**config.mk**
```make
export PLATFORM = sky130hd
export DESIGN_NAME = tdm_demux7
export DESIGN_NICKNAME = d
export VERILOG_FILES = /design/src/rtl/tdm_demux7_pkg.sv /design/src/rtl/slot_cnt7.sv /design/src/rtl/tdm_demux7.sv
export SDC_FILE = /design/constraint.sdc
export NUM_CORES = 1
export LEC_CHECK = 0
export CAP_MARGIN = 15
export CORE_MARGIN = 4
export CORE_UTILIZATION = 39
export DETAILED_ROUTE_END_ITERATION = 10
export PLACE_DENSITY_LB_ADDON = 0.1
export SLEW_MARGIN = 30
export SYNTH_ARGS = -nofsm -noshare
export SYNTH_HDL_FRONTEND = slang
export SYNTH_SLANG_ARGS = --single-unit
```
**constraint.sdc**
```tcl
create_clock -name clk -period 2.4 [get_ports clk]
set_clock_uncertainty 0.15 [all_clocks]
set_input_delay 0.48 -clock clk [delete_from_list [all_inputs] [get_ports clk]]
set_output_delay 0.48 -clock clk [all_outputs]
set_load 0.1 [all_outputs]
```
**src/rtl/tdm_demux7_pkg.sv**
```systemverilog
// Shared constants and state encoding for the 7-slot TDM receive path.
// The slot counter and the demux top both import this package.
package tdm_demux7_pkg;

  localparam int          NSLOT     = 7;
  localparam int          SLOT_W    = 3;
  localparam logic [2:0]  LAST_SLOT = 3'd6;

  typedef enum logic {
    HUNT   = 1'b0,
    LOCKED = 1'b1
  } state_t;

endpackage

```
**src/rtl/slot_cnt7.sv**
```systemverilog
// Mod-7 slot counter: load0/load1 force a frame restart, inc steps 0..6 and wraps.
// The same unit can drive the transmit-side slot select.
module slot_cnt7
  import tdm_demux7_pkg::*;
(
  input  logic              clk,
  input  logic              rst,
  input  logic              inc,
  input  logic              load0,
  input  logic              load1,
  output logic [SLOT_W-1:0] cnt
);

  logic [SLOT_W-1:0] cnt_r;

  // Slot position register; load0 beats load1, and both beat inc.
  always_ff @(posedge clk) begin
    if (rst) begin
      cnt_r <= 3'd0;
    end else if (load0) begin
      cnt_r <= 3'd0;
    end else if (load1) begin
      cnt_r <= 3'd1;
    end else if (inc) begin
      cnt_r <= (cnt_r == LAST_SLOT) ? 3'd0 : cnt_r + 3'd1;
    end else begin
      cnt_r <= cnt_r;
    end
  end

  assign cnt = cnt_r;

endmodule

```
**src/rtl/tdm_demux7.sv**
```systemverilog
// 1-to-7 TDM demultiplexer: locks to Fsync, collects seven serial bits per frame
// and presents them in parallel on A..G with a one-cycle Frame_valid strobe.
module tdm_demux7
  import tdm_demux7_pkg::*;
(
  input  logic              clk,
  input  logic              rst,
  input  logic              En,
  input  logic              Din,
  input  logic              Fsync,
  output logic [SLOT_W-1:0] Sel,
  output logic              A,
  output logic              B,
  output logic              C,
  output logic              D,
  output logic              E,
  output logic              F,
  output logic              G,
  output logic              Frame_valid,
  output logic              Sync_err,
  output logic              Locked
);

  state_t            state_r, state_s;
  logic [5:0]        hold_r, hold_s;
  logic [6:0]        out_r, out_s;
  logic              fv_r, fv_s;
  logic              se_r, se_s;
  logic              inc_s, load0_s, load1_s;
  logic [SLOT_W-1:0] cnt_s;

  slot_cnt7 u_slot_cnt7 (
    .clk   (clk),
    .rst   (rst),
    .inc   (inc_s),
    .load0 (load0_s),
    .load1 (load1_s),
    .cnt   (cnt_s)
  );

  // State, holding register, frame output and pulse registers.
  always_ff @(posedge clk) begin
    if (rst) begin
      state_r <= HUNT;
      hold_r  <= 6'd0;
      out_r   <= 7'd0;
      fv_r    <= 1'b0;
      se_r    <= 1'b0;
    end else begin
      state_r <= state_s;
      hold_r  <= hold_s;
      out_r   <= out_s;
      fv_r    <= fv_s;
      se_r    <= se_s;
    end
  end

  // Next-state, slot capture and pulse decisions for each enabled bit.
  always_comb begin
    state_s = state_r;
    hold_s  = hold_r;
    out_s   = out_r;
    fv_s    = 1'b0;
    se_s    = 1'b0;
    inc_s   = 1'b0;
    load0_s = 1'b0;
    load1_s = 1'b0;
    if (En) begin
      case (state_r)
        HUNT: begin
          if (Fsync) begin
            hold_s  = {5'd0, Din};
            load1_s = 1'b1;
            state_s = LOCKED;
          end else begin
            state_s = HUNT;
          end
        end
        LOCKED: begin
          if (Fsync) begin
            // Sync anywhere but slot 0 abandons the partial frame and restarts here.
            se_s    = (cnt_s != 3'd0);
            hold_s  = {5'd0, Din};
            load1_s = 1'b1;
          end else if (cnt_s == 3'd0) begin
            se_s    = 1'b1;
            load0_s = 1'b1;
            state_s = HUNT;
          end else if (cnt_s == LAST_SLOT) begin
            out_s   = {Din, hold_r};
            fv_s    = 1'b1;
            inc_s   = 1'b1;
          end else begin
            hold_s[cnt_s] = Din;
            inc_s         = 1'b1;
          end
        end
        default: begin
          se_s    = 1'b1;
          load0_s = 1'b1;
          state_s = HUNT;
        end
      endcase
    end else begin
      state_s = state_r;
    end
  end

  assign Sel         = cnt_s;
  assign A           = out_r[0];
  assign B           = out_r[1];
  assign C           = out_r[2];
  assign D           = out_r[3];
  assign E           = out_r[4];
  assign F           = out_r[5];
  assign G           = out_r[6];
  assign Frame_valid = fv_r;
  assign Sync_err    = se_r;
  assign Locked      = (state_r == LOCKED);

endmodule

```
== Word-level counts from Yosys, hierarchy flattened ==
Index checks and enable logic that the tools add are counted.
W data, S select, Z words.

* Input port bits: 5
* Bits in registers: 19
* Word-level logic and storage cells: 53

* Reduce and logical (&&, ||, !) cells: 10
* Add/sub/neg operators: 1
* Bitwise gates (word level): 4
* Muxes and demuxes: 25
* Equal/unequal tests: 4
* Magnitude comparators: 2

{| class="wikitable"
|+ Operator list
! cell !! number
|-
| $mux W6 || 4
|-
| $mux W1 || 16
|-
| $pmux W6 S2 || 1
|-
| $bwmux W6 || 1
|-
| $ne A3 B3 Y1 const B || 2
|-
| $reduce_or A3 Y1 || 2
|-
| $reduce_and A5 Y1 || 1
|-
| $reduce_or A5 Y1 || 1
|-
| $lt A3 B4 Y1 const B || 1
|-
| $not A1 Y1 || 4
|-
| $reduce_and A4 Y1 || 1
|-
| $add A3 B1 Y3 const B || 1
|-
| $demux W1 S3 || 1
|-
| $eq A3 B3 Y1 const B || 1
|-
| $ge A3 B1 Y1 const B || 1
|-
| $logic_not A3 Y1 || 1
|-
| $mux W3 || 1
|-
| $reduce_bool A3 Y1 || 1
|-
| $ne A2 B2 Y1 const B || 1
|-
| $pmux W1 S2 || 1
|-
| $reduce_bool A2 Y1 || 1
|-
| $reduce_or A2 Y1 || 1
|-
| $logic_and A1 B1 Y1 || 1
|}

== Longest topological paths before layout ==
Gate-level depths: netlist of the first run.

* Word-level depth: 9
* Depth in mapped cells: 8

== Modules after synthesis ==
Synthesis of the first run repeated with hierarchy kept, for this count alone.

* Cell total of the unflattened synthesis: 89
* Area total of the unflattened synthesis: 909.6 µm²

{| class="wikitable"
|+ Modules (own cells, without submodules)
! module !! sequential area each (µm²) !! area each (µm²) !! times used !! cells an instance
|-
| tdm_demux7 || 320.3 || 778.2 || 1 || 76
|-
| slot_cnt7 || 60.1 || 131.4 || 1 || 13
|}

== Least setup slack after synthesis of the first run ==
No wires, ideal clock.

* Kind: register to register
* Start: register u_slot_cnt7.cnt_r[0] (netlist: u_slot_cnt7.cnt[0])
* End: register u_slot_cnt7.cnt_r[2] (netlist: u_slot_cnt7.cnt[2])
* Cell stages (with the launch flop): 8
* Data required time: 2.164 ns
* Buffers on the path: 1
* Arrival time: 2.328 ns
* Path slack: -0.164 ns
* Cell sequence: dfxtp_1 -> buf_2 -> nor2_1 -> nand2_1 -> ha_1 -> nand4_1 -> or3b_1 -> a221oi_2

* Word-level cells in the longest chain between the ends: 6

{| class="wikitable"
|+ Ends and longest elaborated chain
! element !! line !! RTL
|-
| start, declared || slot_cnt7.sv:14 || <nowiki>logic [SLOT_W-1:0] cnt_r;</nowiki>
|-
| start signal, assigned || slot_cnt7.sv:25 || <nowiki>cnt_r <= (cnt_r == LAST_SLOT) ? 3'd0 : cnt_r + 3'd1;</nowiki>
|-
| start signal, assigned || slot_cnt7.sv:27 || <nowiki>cnt_r <= cnt_r;</nowiki>
|-
| $logic_not A3 Y1 || tdm_demux7.sv:85 || <nowiki>end else if (cnt_s == 3'd0) begin</nowiki>
|-
| $mux W1 || tdm_demux7.sv:85 ||
|-
| $mux W1 || tdm_demux7.sv:80 || <nowiki>if (Fsync) begin</nowiki>
|-
| $mux W1 || tdm_demux7.sv:69 || <nowiki>case (state_r)</nowiki>
|-
| $mux W1 || tdm_demux7.sv:68 || <nowiki>if (En) begin</nowiki>
|-
| $reduce_or A3 Y1 (no source line) || -- ||
|}

Parallel ways exist; a longest one is shown, timed or not.
A chain may end at the register's enable or synchronous reset.

== Final worst setup path of the first run ==
* Start: input port Fsync
* End: register u_slot_cnt7.cnt_r[2] (netlist: u_slot_cnt7.cnt[2])

* Word-level cells in the longest chain between the ends: 4

{| class="wikitable"
|+ Ends and longest elaborated chain
! element !! line !! RTL
|-
| start, declared || tdm_demux7.sv:10 || <nowiki>input logic Fsync,</nowiki>
|-
| $mux W1 || tdm_demux7.sv:80 ||
|-
| $mux W1 || tdm_demux7.sv:69 ||
|-
| $mux W1 || tdm_demux7.sv:68 ||
|-
| $reduce_or A3 Y1 (no source line) || -- ||
|}

Parallel ways exist; a longest one is shown, timed or not.

==> results of run 1 <==
[through the flow]
stage	setup WS (ns)	hold slack (ns)
2_1_floorplan	0.176	0.287
3_3_place_gp	0.237	0.298
3_5_place_dp	0.184	0.312
4_1_cts	0.481	0.327
5_1_grt	0.361	0.353
6_report	0.462	0.323
[logic make-up (layout without fill, tap and decap cells)]
family	after synthesis	after routing	share of synthesized area [%]
fa+ha+maj	2	2	2.72
buf+inv	10	29	5.59
mux	9	9	9.81
compound gates	17	17	13.5
simple gates	40	40	27.0
flops	19	19	41.4
[per-layer routing]
metal  vias to the layer above  wire length [um]  GRT usage (%)  part of all wire [%]
met1                       333               899           17.3                    50
met3                         2               100           2.30                   5.5
met4                         0                18           4.07                  0.99
li1                        381                 -              -                     -
met2                        19               798           18.5                    44
met5                         -                 0              0                     0
[power breakdown]
| group | total, W | internal [W] | switching [W] |
|---|---|---|---|
| registers | 0.000326 | 0.000319 | 0.00000680 |
| logic | 0.0000719 | 0.0000263 | 0.0000456 |
| clock network | 0.000156 | 0.0000644 | 0.0000918 |
| total | 0.000554 | 0.000410 | 0.000144 |
[sequential cells by signal (all words and copies together) (netlist names)]
name / flops
out_r: 7
Locked: 1
u_slot_cnt7.cnt: 3
Frame_valid: 1
hold_r: 6
Sync_err: 1
[synthesized netlist by cell type]
cell type	n
o21ai_1	3
a41oi_1	1
or3b_1	2
nand2b_1	16
nor4_1	1
a221oi_2	1
nand3_2	1
buf_2	2
dfxtp_1	19
o311ai_0	2
nand2_1	8
nand3_1	2
a211oi_1	1
or3b_2	1
a21oi_1	4
nor3_4	1
or2_4	1
buf_4	1
nor2_1	3
o31ai_1	1
ha_1	2
buf_6	1
nand3b_1	1
nor3b_1	2
nand4_1	1
clkbuf_1	2
o211ai_1	2
a2111oi_0	1
mux2i_1	9
inv_1	4
a221oi_1	1
[final timing paths]
path	to	slack, ns
max	u_slot_cnt7.cnt[2]	0.46
min	hold_r[0]	0.32
max reg2reg	u_slot_cnt7.cnt[2]	0.52
min reg2reg	hold_r[0]	0.32
[critical path: stages]
cell and delay [ns]:
clkdlybuf4s50_1 0.42, inv_1 0.11, ha_1 0.21, nand4_1 0.15
or3b_1 0.40, a221oi_2 0.22
[layout make-up]
type	count	area (um2)	share of cell area, %
inverters	4	15.0	1.35
repair buffers	21	168	15.0
well taps	28	35.0	3.14
clock buffers	4	26.3	2.36
flip-flops and latches	19	384	34.5
multi-input cells	68	487	43.7
==> flow_summary.yaml, run 1 <==
run_status:
  outcome: "finished clean"
drt:
  drt_iter0_markers: 4
  vias: 735
  ant_nets: 0
  vias_per_cell: 5.10
  remaining_drc_errors: 0
  routedWlPerCell_um: 12.6
  routed_wl_um: 1820
  first_pass_iters: 4
cts:
  cts_made_buffers: 3
  clk_pin_slew_ns: 0.10
  clk_path_buf_depth: 2
  clock-sinks: 19
  clock_latency_ns: 0.28
  ctsHoldBuffers: 0
  h-tree-depth: 1
  cts_setup_buffers: 0
  cts_tree: "done"
  post_cts_resized: 0
  cts_root_buf: "clkbuf_4"
grt:
  first_global_vias: 679
  grt_max_degree: 23
  grt_usage_pct: 12.2
  antenna_found_initial: 0
  overflow: 0
  grt_first_pass_wirelength_um: 3160
sta:
  worst_pin_slew_ns: 0.331
  hold_viol_final: 0
  period_needed_ns: 1.94
  rsz0062_at_grt: "no"
  max_freq_mhz: 516
  finalSetupViolCount: 0
  fin_crit_sh_pct: 80.7
  maxSlewHeadroom_pct: 77.4
  tns_ns: 0
  slew_violations: 0
setup_path:
  cp-end-kind: "register"
  cp_data_required_time_ns: 2.45
  path_class: "in2reg"
  ff2ff_path_depth: 6
  reg2reg_from: "u_slot_cnt7.cnt[2]"
  crit_path_start_kind: "primary input"
  worst-endpoint-arrival_ns: 1.99
  cp_max_fo: 3
  cp-startpoint: "Fsync"
final_layout:
  layout_common_cells: "17 x buf_4, 16 x dfxtp_1, 16 x nand2b_1"
  diodes: 0
  final_cells: 144
  drive_gt1_share_pct: 24.1
  n_fill_cell: 215
  final_core_util_pct: 49.9
  design_area_um2: 1110
  syn2layout_area_growth_pct: 21.4
  final_common_cell: "buf_4"
  fin_nets: 124
job:
  max_cap_viol_count: 0
yosys:
  synth.largest_area_cell: "dfxtp_1"
  ys_top_cells_by_area: "dfxtp_1 41%, nand2b_1 11%, mux2i_1 9.8%, nand2_1 3.3%, ha_1 2.7%"
  ys_seq_elements: 19
  synth_top_area_share_pct: 41.4
  yosysWarnings: 0
  synth_cell_types: 31
  synth_area_um2: 918
  yosysSeqAreaShare_pct: 41.4
  synth_cells: 97
  synth_nets: 104
  avgSynthCellArea_um2: 9.47
pwr:
  power_density_nw_per_um2: 497
  p_total_w: 0.000554
  power_leakage_nw: 0.415
  vdd_drop_max_v: 0.000280
placed_design:
  io_buffers: 17
  post-dp-hpwl_um: 1340
  place.gp.congestion: 0.760
  place_area_um2: 1090
  dp_cells: 140
floorplanning:
  core_region_area_um2: 2230
  die_y_um: 56.5
  die_width_um: 56.5
  ios: 18
  start_util_pct: 41.1
  die_area_um2: 3200
  rows: 17
min_path:
  holdCritStartpoint: "hold_r[0]"
  worstHoldPathCells: 2
  hold_path_class: "reg2reg"
(Power assumes the default switching activity.)
==> run 2: changes to the inputs <==
Clock period 2.4 ns to 1.9 ns, I/O delays scaled along.
==> flow_summary.yaml, run 2 (synthesized netlist as in run 1, its figures left out) <==
cts:
  clk_pin_slew_ns: 0.11
  clk_path_buf_depth: 2
  cts_tree: "done"
  clock-sinks: 19
  cts_root_buf: "clkbuf_4"
  h-tree-depth: 1
  cts_made_buffers: 3
  clock_latency_ns: 0.30
setup_path:
  cp_max_fo: 3
  cp-end-kind: "register"
  worst-endpoint-arrival_ns: 1.86
  cp_data_required_time_ns: 1.97
  path_class: "in2reg"
  crit_path_start_kind: "primary input"
placed_design:
  place.gp.congestion: 0.805
  dp_cells: 148
  io_buffers: 17
  post-dp-hpwl_um: 1480
  place_area_um2: 1330
pwr:
  p_total_w: 0.000729
  power_density_nw_per_um2: 532
  power_leakage_nw: 0.503
  vdd_drop_max_v: 0.000600
  cellInternalPower_w: 0.000529
  swShare_pct: 27.4
  power_switching_w: 0.000200
  seq_power_share_pct: 56.4
  clockPowerShare_pct: 28.4
  p_comb_share_pct: 15.2
grt:
  grt_first_pass_wirelength_um: 3350
  first_global_vias: 762
  antenna_found_initial: 0
  overflow: 0
  grt_max_degree: 23
  grt_usage_pct: 13.3
sta:
  slew_violations: 0
  maxSlewHeadroom_pct: 77.3
  hold-worst-slack_ns: 0.325
  rsz0062_at_grt: "no"
  max_freq_mhz: 560
  tns_ns: 0
  period_needed_ns: 1.79
  hold_viol_final: 0
  finalSetupViolCount: 0
  fin_crit_sh_pct: 94.0
  worst_pin_slew_ns: 0.337
run_status:
  outcome: "finished clean"
final_layout:
  final_common_cell: "nand2b_1"
  design_area_um2: 1370
  layout_common_cells: "16 x nand2b_1, 15 x dfxtp_1, 14 x buf_4"
  fin_nets: 134
  drive_gt1_share_pct: 33.3
  largest_register: "out_r"
  syn2layout_area_growth_pct: 49.0
  diodes: 0
  largest_register_ffs: 7
  n_fill_cell: 192
  final_cells: 154
drt:
  routedWlPerCell_um: 13.0
  ant_nets: 0
  drt_iter0_markers: 11
  remaining_drc_errors: 0
  vias: 793
  routed_wl_um: 2000
  first_pass_iters: 4
  vias_per_cell: 5.15
job:
  max_cap_viol_count: 0
floorplanning:
  core_region_area_um2: 2230
  ios: 18
  die_area_um2: 3200
  die_y_um: 56.5
  die_width_um: 56.5
  start_util_pct: 41.1
  rows: 17
min_path:
  hold_path_class: "reg2reg"
-- run 2: timing repair --
item	4_1_cts	5_1_grt
setup buffers	0	2
hold buffers	0	0
resized for setup	0	1
endpoints found under the setup margin	0	3
-- run 2: final cells by class --
type                    instances  area, um2  area share [%]
well taps                      28       35.0            2.56
repair buffers                 31        405            29.6
clock inverters                 1       5.00           0.366
clock buffers                   3       22.5            1.65
multi-input cells              68        493            36.0
flip-flops and latches         19        393            28.7
inverters                       4       15.0            1.10
-- run 2: worst paths after layout --
kind	from	slack, ns	cells after the start	endpoint
setup reg to reg	u_slot_cnt7.cnt[0]	0.14	6	u_slot_cnt7.cnt[2]
hold / removal	hold_r[0]	0.33	2	hold_r[0]
setup / recovery	Fsync	0.11	6	u_slot_cnt7.cnt[2]
hold reg to reg	hold_r[0]	0.33	2	hold_r[0]
-- run 2: per-layer routing --
layer / vias up / global-route usage [%] / wire length (um) / part of all wire [%]
met5: - / 0 / 0 / 0
met4: 0 / 4.07 / 23 / 1.2
met3: 2 / 4.83 / 92 / 4.6
met2: 15 / 21.5 / 1000 / 50
met1: 378 / 16.5 / 880 / 44
li1: 398 / - / - / -
-- run 2: worst max-delay path, cell delays in order --
cell             delay [ns]
clkdlybuf4s50_1        0.43
inv_1                  0.11
ha_2                   0.21
nand4_1                0.13
or3b_1                 0.39
a221oi_2               0.21
-- run 2: stage by stage --
step,utilization [%],setup slack [ns]
detailed placement,59.3,-0.191
CTS,60.6,0.107
global placement,59.3,-0.137
finish,61.3,0.115
floorplan,-,-0.0507
global route,61.3,0.0405
-- run 2: power groups by stage --
stage / sequential [W] / combinational (W) / clock (W)
after floorplan: 0.000439 / 0.0000441 / 0
after global placement: 0.000420 / 0.000109 / 0
after detailed placement: 0.000420 / 0.000110 / 0
after CTS: 0.000411 / 0.000111 / 0.000217
after global routing: 0.000413 / 0.000118 / 0.000234
final: 0.000411 / 0.000111 / 0.000207
